<file path="src/rtl/load_store_unit_if.sv">
// OCP-style data bus between the load/store unit (master) and the memory slave.
interface load_store_unit_if;
  logic [31:0] o_MAddr;
  logic [2:0]  o_MCmd;
  logic [31:0] o_MData;
  logic [3:0]  o_MByteEn;
  logic        i_SCmdAccept;
  logic [31:0] i_SData;
  logic [1:0]  i_SResp;

  modport master (
    output o_MAddr, o_MCmd, o_MData, o_MByteEn,
    input  i_SCmdAccept, i_SData, i_SResp
  );

  modport slave (
    input  o_MAddr, o_MCmd, o_MData, o_MByteEn,
    output i_SCmdAccept, i_SData, i_SResp
  );
endinterface

</file>
<file path="src/rtl/load_store_unit.sv">
// Single-outstanding big-endian load/store unit driving an OCP-style data master port.
// Optional CPU_LSU_POSTED_WRITE_EN: stores complete on command accept without a response.
module load_store_unit (
  input  logic        clk,
  input  logic        nrst,
  input  logic [31:0] lsu_addr,
  input  logic [31:0] lsu_wdata,
  input  logic [1:0]  lsu_cmd,
  input  logic        lsu_rnw,
  output logic [31:0] lsu_rdata,
  output logic        lsu_busy,
  output logic        lsu_err_align,
  output logic        lsu_err_bus,
  load_store_unit_if.master bus
);

  localparam logic [1:0] CmdIdle  = 2'b00;
  localparam logic [1:0] CmdByte  = 2'b01;
  localparam logic [1:0] CmdHword = 2'b10;
  localparam logic [1:0] CmdWord  = 2'b11;

  localparam logic [2:0] MCmdIdle = 3'b000;
  localparam logic [2:0] MCmdWr   = 3'b001;
  localparam logic [2:0] MCmdRd   = 3'b010;

  localparam logic [1:0] RespNull = 2'b00;
  localparam logic [1:0] RespDva  = 2'b01;
  localparam logic [1:0] RespErr  = 2'b11;

  typedef enum logic [1:0] {StIdle, StReq, StResp} state_e;

  state_e      state_q, state_d;
  logic [1:0]  op_q, op_d;
  logic        rnw_q, rnw_d;
  logic [1:0]  off_q, off_d;
  logic [31:0] maddr_q, maddr_d;
  logic [2:0]  mcmd_q, mcmd_d;
  logic [31:0] mdata_q, mdata_d;
  logic [3:0]  mbe_q, mbe_d;
  logic [31:0] rdata_q, rdata_d;
  logic        err_align_q, err_align_d;
  logic        err_bus_q, err_bus_d;

  logic        aligned;
  logic [3:0]  new_be;
  logic [31:0] new_data;
  logic [31:0] rd_shifted;
  logic [31:0] rd_aligned;
  logic        posted_wr;

`ifdef CPU_LSU_POSTED_WRITE_EN
  assign posted_wr = 1'b1;
`else
  assign posted_wr = 1'b0;
`endif

  // Alignment and lane steering for the incoming command.
  always_comb begin
    aligned  = 1'b0;
    new_be   = 4'b1111;
    new_data = lsu_wdata;
    unique case (lsu_cmd)
      CmdIdle: aligned = 1'b0;
      CmdByte: begin
        aligned  = 1'b1;
        new_be   = 4'b1000 >> lsu_addr[1:0];
        new_data = {4{lsu_wdata[7:0]}};
      end
      CmdHword: begin
        aligned  = ~lsu_addr[0];
        new_be   = lsu_addr[1] ? 4'b0011 : 4'b1100;
        new_data = {2{lsu_wdata[15:0]}};
      end
      CmdWord: begin
        aligned  = (lsu_addr[1:0] == 2'b00);
        new_be   = 4'b1111;
        new_data = lsu_wdata;
      end
    endcase
    if (lsu_rnw) new_data = '0;
  end

  // Byte lane (3 - offset) sits at bit position 8 * ~offset in big-endian order.
  assign rd_shifted = bus.i_SData >> {~off_q, 3'b000};

  always_comb begin
    rd_aligned = bus.i_SData;
    unique case (op_q)
      CmdByte:  rd_aligned = {24'b0, rd_shifted[7:0]};
      CmdHword: rd_aligned = off_q[1] ? {16'b0, bus.i_SData[15:0]}
                                      : {16'b0, bus.i_SData[31:16]};
      CmdWord:  rd_aligned = bus.i_SData;
      CmdIdle:  rd_aligned = bus.i_SData;
    endcase
  end

  always_comb begin
    state_d     = state_q;
    op_d        = op_q;
    rnw_d       = rnw_q;
    off_d       = off_q;
    maddr_d     = maddr_q;
    mcmd_d      = mcmd_q;
    mdata_d     = mdata_q;
    mbe_d       = mbe_q;
    rdata_d     = rdata_q;
    err_align_d = 1'b0;
    err_bus_d   = 1'b0;

    unique case (state_q)
      StIdle: begin
        if (lsu_cmd != CmdIdle) begin
          if (aligned) begin
            op_d    = lsu_cmd;
            rnw_d   = lsu_rnw;
            off_d   = lsu_addr[1:0];
            maddr_d = {lsu_addr[31:2], 2'b00};
            mcmd_d  = lsu_rnw ? MCmdRd : MCmdWr;
            mdata_d = new_data;
            mbe_d   = new_be;
            state_d = StReq;
          end else begin
            err_align_d = 1'b1;
          end
        end
      end
      StReq: begin
        if (bus.i_SCmdAccept) begin
          mcmd_d  = MCmdIdle;
          state_d = (posted_wr && !rnw_q) ? StIdle : StResp;
        end
      end
      StResp: begin
        if (bus.i_SResp == RespDva) begin
          if (rnw_q) rdata_d = rd_aligned;
          state_d = StIdle;
        end else if (bus.i_SResp == RespErr) begin
          err_bus_d = 1'b1;
          state_d   = StIdle;
        end
      end
      default: state_d = StIdle;
    endcase
  end

  always_ff @(posedge clk) begin
    if (!nrst) begin
      state_q     <= StIdle;
      op_q        <= CmdIdle;
      rnw_q       <= 1'b0;
      off_q       <= 2'b00;
      maddr_q     <= '0;
      mcmd_q      <= MCmdIdle;
      mdata_q     <= '0;
      mbe_q       <= '0;
      rdata_q     <= '0;
      err_align_q <= 1'b0;
      err_bus_q   <= 1'b0;
    end else begin
      state_q     <= state_d;
      op_q        <= op_d;
      rnw_q       <= rnw_d;
      off_q       <= off_d;
      maddr_q     <= maddr_d;
      mcmd_q      <= mcmd_d;
      mdata_q     <= mdata_d;
      mbe_q       <= mbe_d;
      rdata_q     <= rdata_d;
      err_align_q <= err_align_d;
      err_bus_q   <= err_bus_d;
    end
  end

  assign lsu_busy      = (state_q != StIdle) || ((lsu_cmd != CmdIdle) && aligned);
  assign lsu_rdata     = rdata_q;
  assign lsu_err_align = err_align_q;
  assign lsu_err_bus   = err_bus_q;

  assign bus.o_MAddr   = maddr_q;
  assign bus.o_MCmd    = mcmd_q;
  assign bus.o_MData   = mdata_q;
  assign bus.o_MByteEn = mbe_q;

endmodule

</file>
<file path="src/flat_wrapper.sv">
// flat-port wrapper written by rule: the top's interface ports become plain ports
module load_store_unit_flat 
  (clk, nrst, lsu_addr, lsu_wdata, lsu_cmd, lsu_rnw, lsu_rdata, lsu_busy, lsu_err_align, lsu_err_bus, bus_o_MAddr, bus_o_MCmd, bus_o_MData, bus_o_MByteEn, bus_i_SCmdAccept, bus_i_SData, bus_i_SResp);
  load_store_unit_if bus_i ();
  input  logic clk;
  input  logic nrst;
  input  logic [31:0] lsu_addr;
  input  logic [31:0] lsu_wdata;
  input  logic [1:0] lsu_cmd;
  input  logic lsu_rnw;
  output logic [31:0] lsu_rdata;
  output logic lsu_busy;
  output logic lsu_err_align;
  output logic lsu_err_bus;
  output wire logic [$bits(bus_i.o_MAddr)-1:0] bus_o_MAddr;
  output wire logic [$bits(bus_i.o_MCmd)-1:0] bus_o_MCmd;
  output wire logic [$bits(bus_i.o_MData)-1:0] bus_o_MData;
  output wire logic [$bits(bus_i.o_MByteEn)-1:0] bus_o_MByteEn;
  input wire logic [$bits(bus_i.i_SCmdAccept)-1:0] bus_i_SCmdAccept;
  input wire logic [$bits(bus_i.i_SData)-1:0] bus_i_SData;
  input wire logic [$bits(bus_i.i_SResp)-1:0] bus_i_SResp;
  assign bus_o_MAddr = bus_i.o_MAddr;
  assign bus_o_MCmd = bus_i.o_MCmd;
  assign bus_o_MData = bus_i.o_MData;
  assign bus_o_MByteEn = bus_i.o_MByteEn;
  assign bus_i.i_SCmdAccept = bus_i_SCmdAccept;
  assign bus_i.i_SData = bus_i_SData;
  assign bus_i.i_SResp = bus_i_SResp;
  load_store_unit u_core (.clk(clk), .nrst(nrst), .lsu_addr(lsu_addr), .lsu_wdata(lsu_wdata), .lsu_cmd(lsu_cmd), .lsu_rnw(lsu_rnw), .lsu_rdata(lsu_rdata), .lsu_busy(lsu_busy), .lsu_err_align(lsu_err_align), .lsu_err_bus(lsu_err_bus), .bus(bus_i));
endmodule
</file>
<file path="config.mk">
export PLATFORM = sky130hd
export DESIGN_NAME = load_store_unit_flat
export DESIGN_NICKNAME = d
export VERILOG_FILES = /design/src/rtl/load_store_unit_if.sv /design/src/rtl/load_store_unit.sv /design/src/flat_wrapper.sv
export SDC_FILE = /design/constraint.sdc
export NUM_CORES = 1
export LEC_CHECK = 0
export BUFFER_PORTS_ARGS = -buffer_cell sky130_fd_sc_hd__buf_2
export CAP_MARGIN = 30
export CORE_UTILIZATION = 48
export DETAILED_ROUTE_END_ITERATION = 8
export PLACE_DENSITY = 0.76
export SETUP_SLACK_MARGIN = 0.4
export SLEW_MARGIN = 5
export SYNTH_ARGS = -nofsm -noshare
export SYNTH_HDL_FRONTEND = slang
export SYNTH_SLANG_ARGS = --single-unit
</file>
<file path="constraint.sdc">
create_clock -name clk -period 1.9 [get_ports clk]
set_clock_uncertainty 0.05 [all_clocks]
set_input_delay 0.38 -clock clk [delete_from_list [all_inputs] [get_ports clk]]
set_output_delay 0.38 -clock clk [all_outputs]
set_load 0.005 [all_outputs]
</file>
**Word level (Yosys, flattened, before mapping)**

Cells that the tools add are included.

- Register bits: 110
- Input bits: 104
- Output and inout port bits: 106
- Logic and storage cells: 67

- Eq/ne operators: 14
- Shift operators: 2
- Muxes and demuxes: 20
- Bitwise operators: 4
- Reductions and logical operators: 16

Operator list:

| cell | count |
|---|---|
| $pmux 32 s3 | 1 |
| $pmux 32 s2 | 1 |
| $mux 32 | 1 |
| $shr 32x5->8 | 1 |
| $mux 16 | 1 |
| $eq 2x2->1 const B | 6 |
| $mux 2 | 6 |
| $mux 3 | 3 |
| $reduce_and 3->1 | 3 |
| $eq 2x1->1 const B | 4 |
| $logic_not 2->1 | 4 |
| $pmux 4 s2 | 1 |
| $reduce_and 4->1 | 2 |
| $pmux 2 s3 | 1 |
| $pmux 3 s2 | 1 |
| $reduce_bool 2->1 | 3 |
| $mux 4 | 1 |
| $ne 2x1->1 const B | 2 |
| $pmux 1 s4 | 1 |
| $shr 4x2->4 const A | 1 |
| $ne 3x1->1 const B | 1 |
| $not 1->1 | 3 |
| $reduce_or 3->1 | 1 |
| $mux 1 | 2 |
| other kinds (5) | 5 |

**Logic depth before layout (Yosys ltp)**

- Depth in word-level cells: 5
- Gate-level depth with buffers: 8
- Gate-level depth less buffers: 6

**Worst setup path before layout**

Ideal clock, no wire load.

- Kind: input -> register
- Start point: input lsu_cmd[1]
- End point: register u_core.mbe_q[0], in the netlist u_core.bus.o_MByteEn[0]
- Setup time: 120 ps
- Data arrival time: 1543 ps
- Path slack: 188 ps
- Stages on the path: 7
- Path buffers: 2
- Cells stage by stage: inv_1 ha_1 clkbuf_1 buf_1 o21ai_0 nand2_1 mux2i_1

- Cells in the longest elaborated chain, start to end: 3
- Elaborated cells on any way between the ends: 8

RTL lines:

| item | RTL line | RTL |
|---|---|---|
| start, declared | flat_wrapper.sv:9 | `input logic [1:0] lsu_cmd;` |
| $eq 2x2->1, or another cell as far along | load_store_unit.sv:62 | `unique case (lsu_cmd)` |
| $pmux 1 s4 | load_store_unit.sv:62 |  |
| $reduce_and 3->1 (no line) | -- |  |
| end signal, assigned | load_store_unit.sv:167 | `mbe_q <= mbe_d;` |
| end, declared | load_store_unit.sv:39 | `logic [3:0] mbe_q, mbe_d;` |

Several ways; a longest one is shown, not always the timed one.
A chain may end at the register's enable or synchronous reset.

**Worst setup path in the final report**

- Start point: register u_core.op_q[1]
- End point: register u_core.rdata_q[5], in the netlist u_core.lsu_rdata[5]

- Cells in the longest elaborated chain, start to end: 3
- Elaborated cells on any way between the ends: 6

RTL lines:

| item | RTL line | RTL |
|---|---|---|
| start, declared | load_store_unit.sv:33 | `logic [1:0] op_q, op_d;` |
| start signal, assigned | load_store_unit.sv:149 | `op_q <= CmdIdle;` |
| start signal, assigned | load_store_unit.sv:161 | `op_q <= op_d;` |
| $eq 2x2->1 / $logic_not 2->1 (equally long branches) | load_store_unit.sv:88 | `unique case (op_q)` |
| $reduce_or 2->1 (no line) | -- |  |
| $pmux 32 s3 * | load_store_unit.sv:88 |  |
| end signal, assigned | load_store_unit.sv:168 | `rdata_q <= rdata_d;` |
| end, declared | load_store_unit.sv:40 | `logic [31:0] rdata_q, rdata_d;` |

Every way passes the cells marked *; elsewhere a longest branch is shown, timed or not.

==> key figures <==
Cells and area
  – Layout cells sized above 1: 0.404
  – Seq. cell area: around 2200 um2
  – Nets@finish: between 800 and 900
  – Layout area overhead: 42.9%
  – Post-layout utilization of the core: 0.705
  – Multi-input logic area: about 2800 um2
  – Final Cell Area: 7280 um2
  – Non-filler cells, final: slightly above 900
  – Layout filler cell count: 803

Yosys
  – Seq cells post-synth: between 100 and 150
  – Simple-gate share of the synthesized area: 0.182
  – Post-Synth Adder-Cell Area: 0.0147
  – Seq/Total Area, Yosys: 0.428
  – Largest family of logic cells by synthesized area: simple AND/OR/NAND/NOR gates
  – Compound-gate portion of the synthesized area: 0.152
  – Syn_area_per_cell: approximately 9 um2
  – Mapped Cells: about 560
  – Cell Area, Synth: a little over 5000 um2
  – Netlist cell types: 40
  – Ys Warns: 0
  – Mux contribution to synthesized area: 0.164
  – XOR/XNOR Fraction of Synth Area: 0

Placed design
  – Post-DP Area: around 6300 um2
  – Pre-CTS setup slack: -0.0858 ns
  – Placed cells: just under 900
  – Final GP Congestion: just under 0.9
  – PortBufs: between 200 and 250
  – Hpwl dp: 10600 um

Critical path
  – CP Capture Type: flip-flop
  – Startpoint types: flip-flop
  – Arrival @ worst endpoint: ~1.9 ns
  – CP Max Fanout: 8
  – Required time worst endpoint: 2.10 ns
  – Crit Path Category: reg2reg

STA
  – FMAX: between 0.5 and 0.6 GHz
  – Final worst path period share: 0.904
  – Setup_tns: 0 ns
  – Max Slew Vio Count: 0
  – Final setup margin: 0.182 ns
  – Setup Viol. Count Final: 0
  – Tmin final: about 1.7 ns
  – Final hold vios: 0
  – RSZ-0062 raised after global routing: true
  – Hold WS: between 0.15 and 0.2 ns

CTS
  – Num Clock Sinks: 109
  – Root buf cell: clkbuf_8
  – TritonCTS Buffers: 9
  – H-tree Lvls: 3
  – CTS tree: yes
  – Clock buffer depth: 2
  – CTS clock-pin slew for the worst setup and hold paths: between 0.1 and 0.15 ns
  – Clk Latency, worst-skew pair: around 0.37 ns

Floorplanning
  – IO Pins: 210
  – Die ar.: about 11000 um2
  – Core area: between 10000 and 15000 um2
  – Die height: 105 um
  – Initial core utilization: 0.494
  – DIE WIDTH: 105 um
  – Row Count: 37

GRT
  – Vias in the first global route: between 4000 and 5000
  – GR Util All Layers: 0.265
  – Initial antenna violation count: 1
  – Largest net degree at the start of global routing: 74
  – First-pass GRT wire length: approximately 23000 um
  – GRT overflow: 0

Hold path
  – HP Class: in2reg

Pwr
  – Pwr Total: about 5.1 mW
  – Pwr/cell area: between 600 and 700 nW/um2
  – Worst vdd ir: ~0.00051 V
  – Pleak: 3.60 nW

Routing
  – First-pass DRT Iterations: 9
  – Post-DRT Antenna Nets: 0
  – Total wire length: roughly 16000 um
  – DR vias: around 5000
  – Residual DRC: 10
  – Mean routed wirelength per cell: approximately 17 um
  – Vias per inst: ~5.5
  – DR iter-0 viols: 420

Run status
  – Violated checks: DRC
  – Outcome: finished, violations left

Run
  – Max-cap violations: 0
## kinds of logic after synthesis
family / Yosys count
muxes: 82
AOI/OAI and AO/OA: 100
DFF: 109
adders and majority gates: 6
other: 1
buffers and inverters: 58
and+or+nand+nor: 208
## cell usage after synthesis, drive strengths merged
cell,count,share of area
a221o,8,0.016
o211ai,8,0.012
mux2i,72,0.14
nor4b,1,0.0047
o2bb2ai,8,0.014
nor3,1,0.00098
conb,1,0.00074
mux2,10,0.022
nand3b,11,0.016
nand2,149,0.11
a211oi,1,0.0025
or2,1,0.0012
nor2b,11,0.014
clkbuf,28,0.021
dfxtp,109,0.43
a21oi,8,0.0079
ha,6,0.015
a22oi,9,0.013
o22ai,1,0.0025
nand2b,3,0.0037
a22o,16,0.028
a21boi,19,0.028
nand3,18,0.018
a31oi,1,0.0012
nor2,6,0.0044
and3b,1,0.0017
and2,2,0.0025
o21a,1,0.0015
and3,3,0.0037
buf,21,0.031
inv,9,0.0066
a222oi,7,0.014
o21ai,13,0.013
nor3b,1,0.0025
## report_power, final
part	internal (mW)	total (mW)	switching [mW]
Combinational	0.552	1.07	0.516
Sequential	2.36	2.42	0.0540
Clock	0.762	1.60	0.835
Total	3.68	5.08	1.40
## registers in the layout, summed over array words and instances, names as in the netlist
register / flops
u_core.off_q: 2
u_core.state_q: 2
u_core.bus.o_MCmd: 2
u_core.op_q: 2
u_core.lsu_err_bus: 1
u_core.bus.o_MAddr: 30
u_core.bus.o_MByteEn: 4
u_core.lsu_rdata: 32
u_core.lsu_err_align: 1
u_core.bus.o_MData: 32
u_core.rnw_q: 1
## cell usage in the layout, fill, tap and decap left out, types with 3 or more instances in the layout
| master | count |
|---|---|
| a221o_1 | 8 |
| o211ai_1 | 8 |
| a222oi_1 | 7 |
| buf_12 | 9 |
| a22o_1 | 16 |
| clkbuf_16 | 5 |
| conb_1 | 3 |
| nand2_1 | 149 |
| nor2b_1 | 11 |
| mux2i_1 | 69 |
| a22oi_1 | 8 |
| inv_2 | 6 |
| a21boi_2 | 3 |
| ha_4 | 6 |
| a21boi_1 | 14 |
| buf_16 | 4 |
| buf_4 | 24 |
| dfxtp_1 | 104 |
| nand3_1 | 10 |
| a21oi_1 | 8 |
| dfxtp_4 | 4 |
| inv_6 | 3 |
| nand3_2 | 8 |
| o2bb2ai_1 | 8 |
| mux2_1 | 8 |
| buf_8 | 3 |
| nor2_1 | 6 |
| buf_6 | 13 |
| o21ai_1 | 8 |
| clkbuf_8 | 9 |
| buf_2 | 203 |
| nand3b_1 | 11 |
| o21ai_0 | 4 |
## timing repair
item                       CTS  global route
pin swaps                    9            30
hold buffers                 0             0
gates cloned                 4             7
gates resized for setup     22            39
setup buffers               16            10
setup endpoints to repair   87           106
## worst paths after layout
path / startpoint / to / slack [ns] / depth (start not counted)
setup / recovery: u_core.op_q[1] / u_core.lsu_rdata[5] / 0.18 / 7
setup reg to reg: u_core.op_q[1] / u_core.lsu_rdata[5] / 0.18 / 7
hold / removal: lsu_addr[26] / u_core.bus.o_MAddr[26] / 0.18 / 3
hold reg to reg: u_core.lsu_rdata[27] / u_core.lsu_rdata[27] / 0.40 / 2
## final cells by class
cell class                 count  share of cell area
antenna                        1            0.000344
clock buffer                   9              0.0170
clock inverter                 7              0.0143
inverter                       9             0.00688
multi-input combinational    399               0.388
sequential                   109               0.302
tap                          136              0.0234
timing repair buffer         261               0.248
## metal layers
| metal | GRT usage | vias to the layer above | wire, um |
|---|---|---|---|
| li1 | - | 2403 | - |
| met1 | 0.297 | 2438 | 6130 |
| met2 | 0.499 | 263 | 8470 |
| met3 | 0.0512 | 39 | 1080 |
| met4 | 0.0885 | 0 | 401 |
| met5 | 0 | - | 0 |
## worst max-delay path, stage by stage, from the launching register on
cell and delay [ns]:
dfxtp_4 0.38, inv_2 0.04, ha_4 0.16, buf_4 0.15
nor2b_1 0.13, buf_4 0.17, a222oi_1 0.38, a21oi_1 0.12
(Power assumes the default switching activity.)
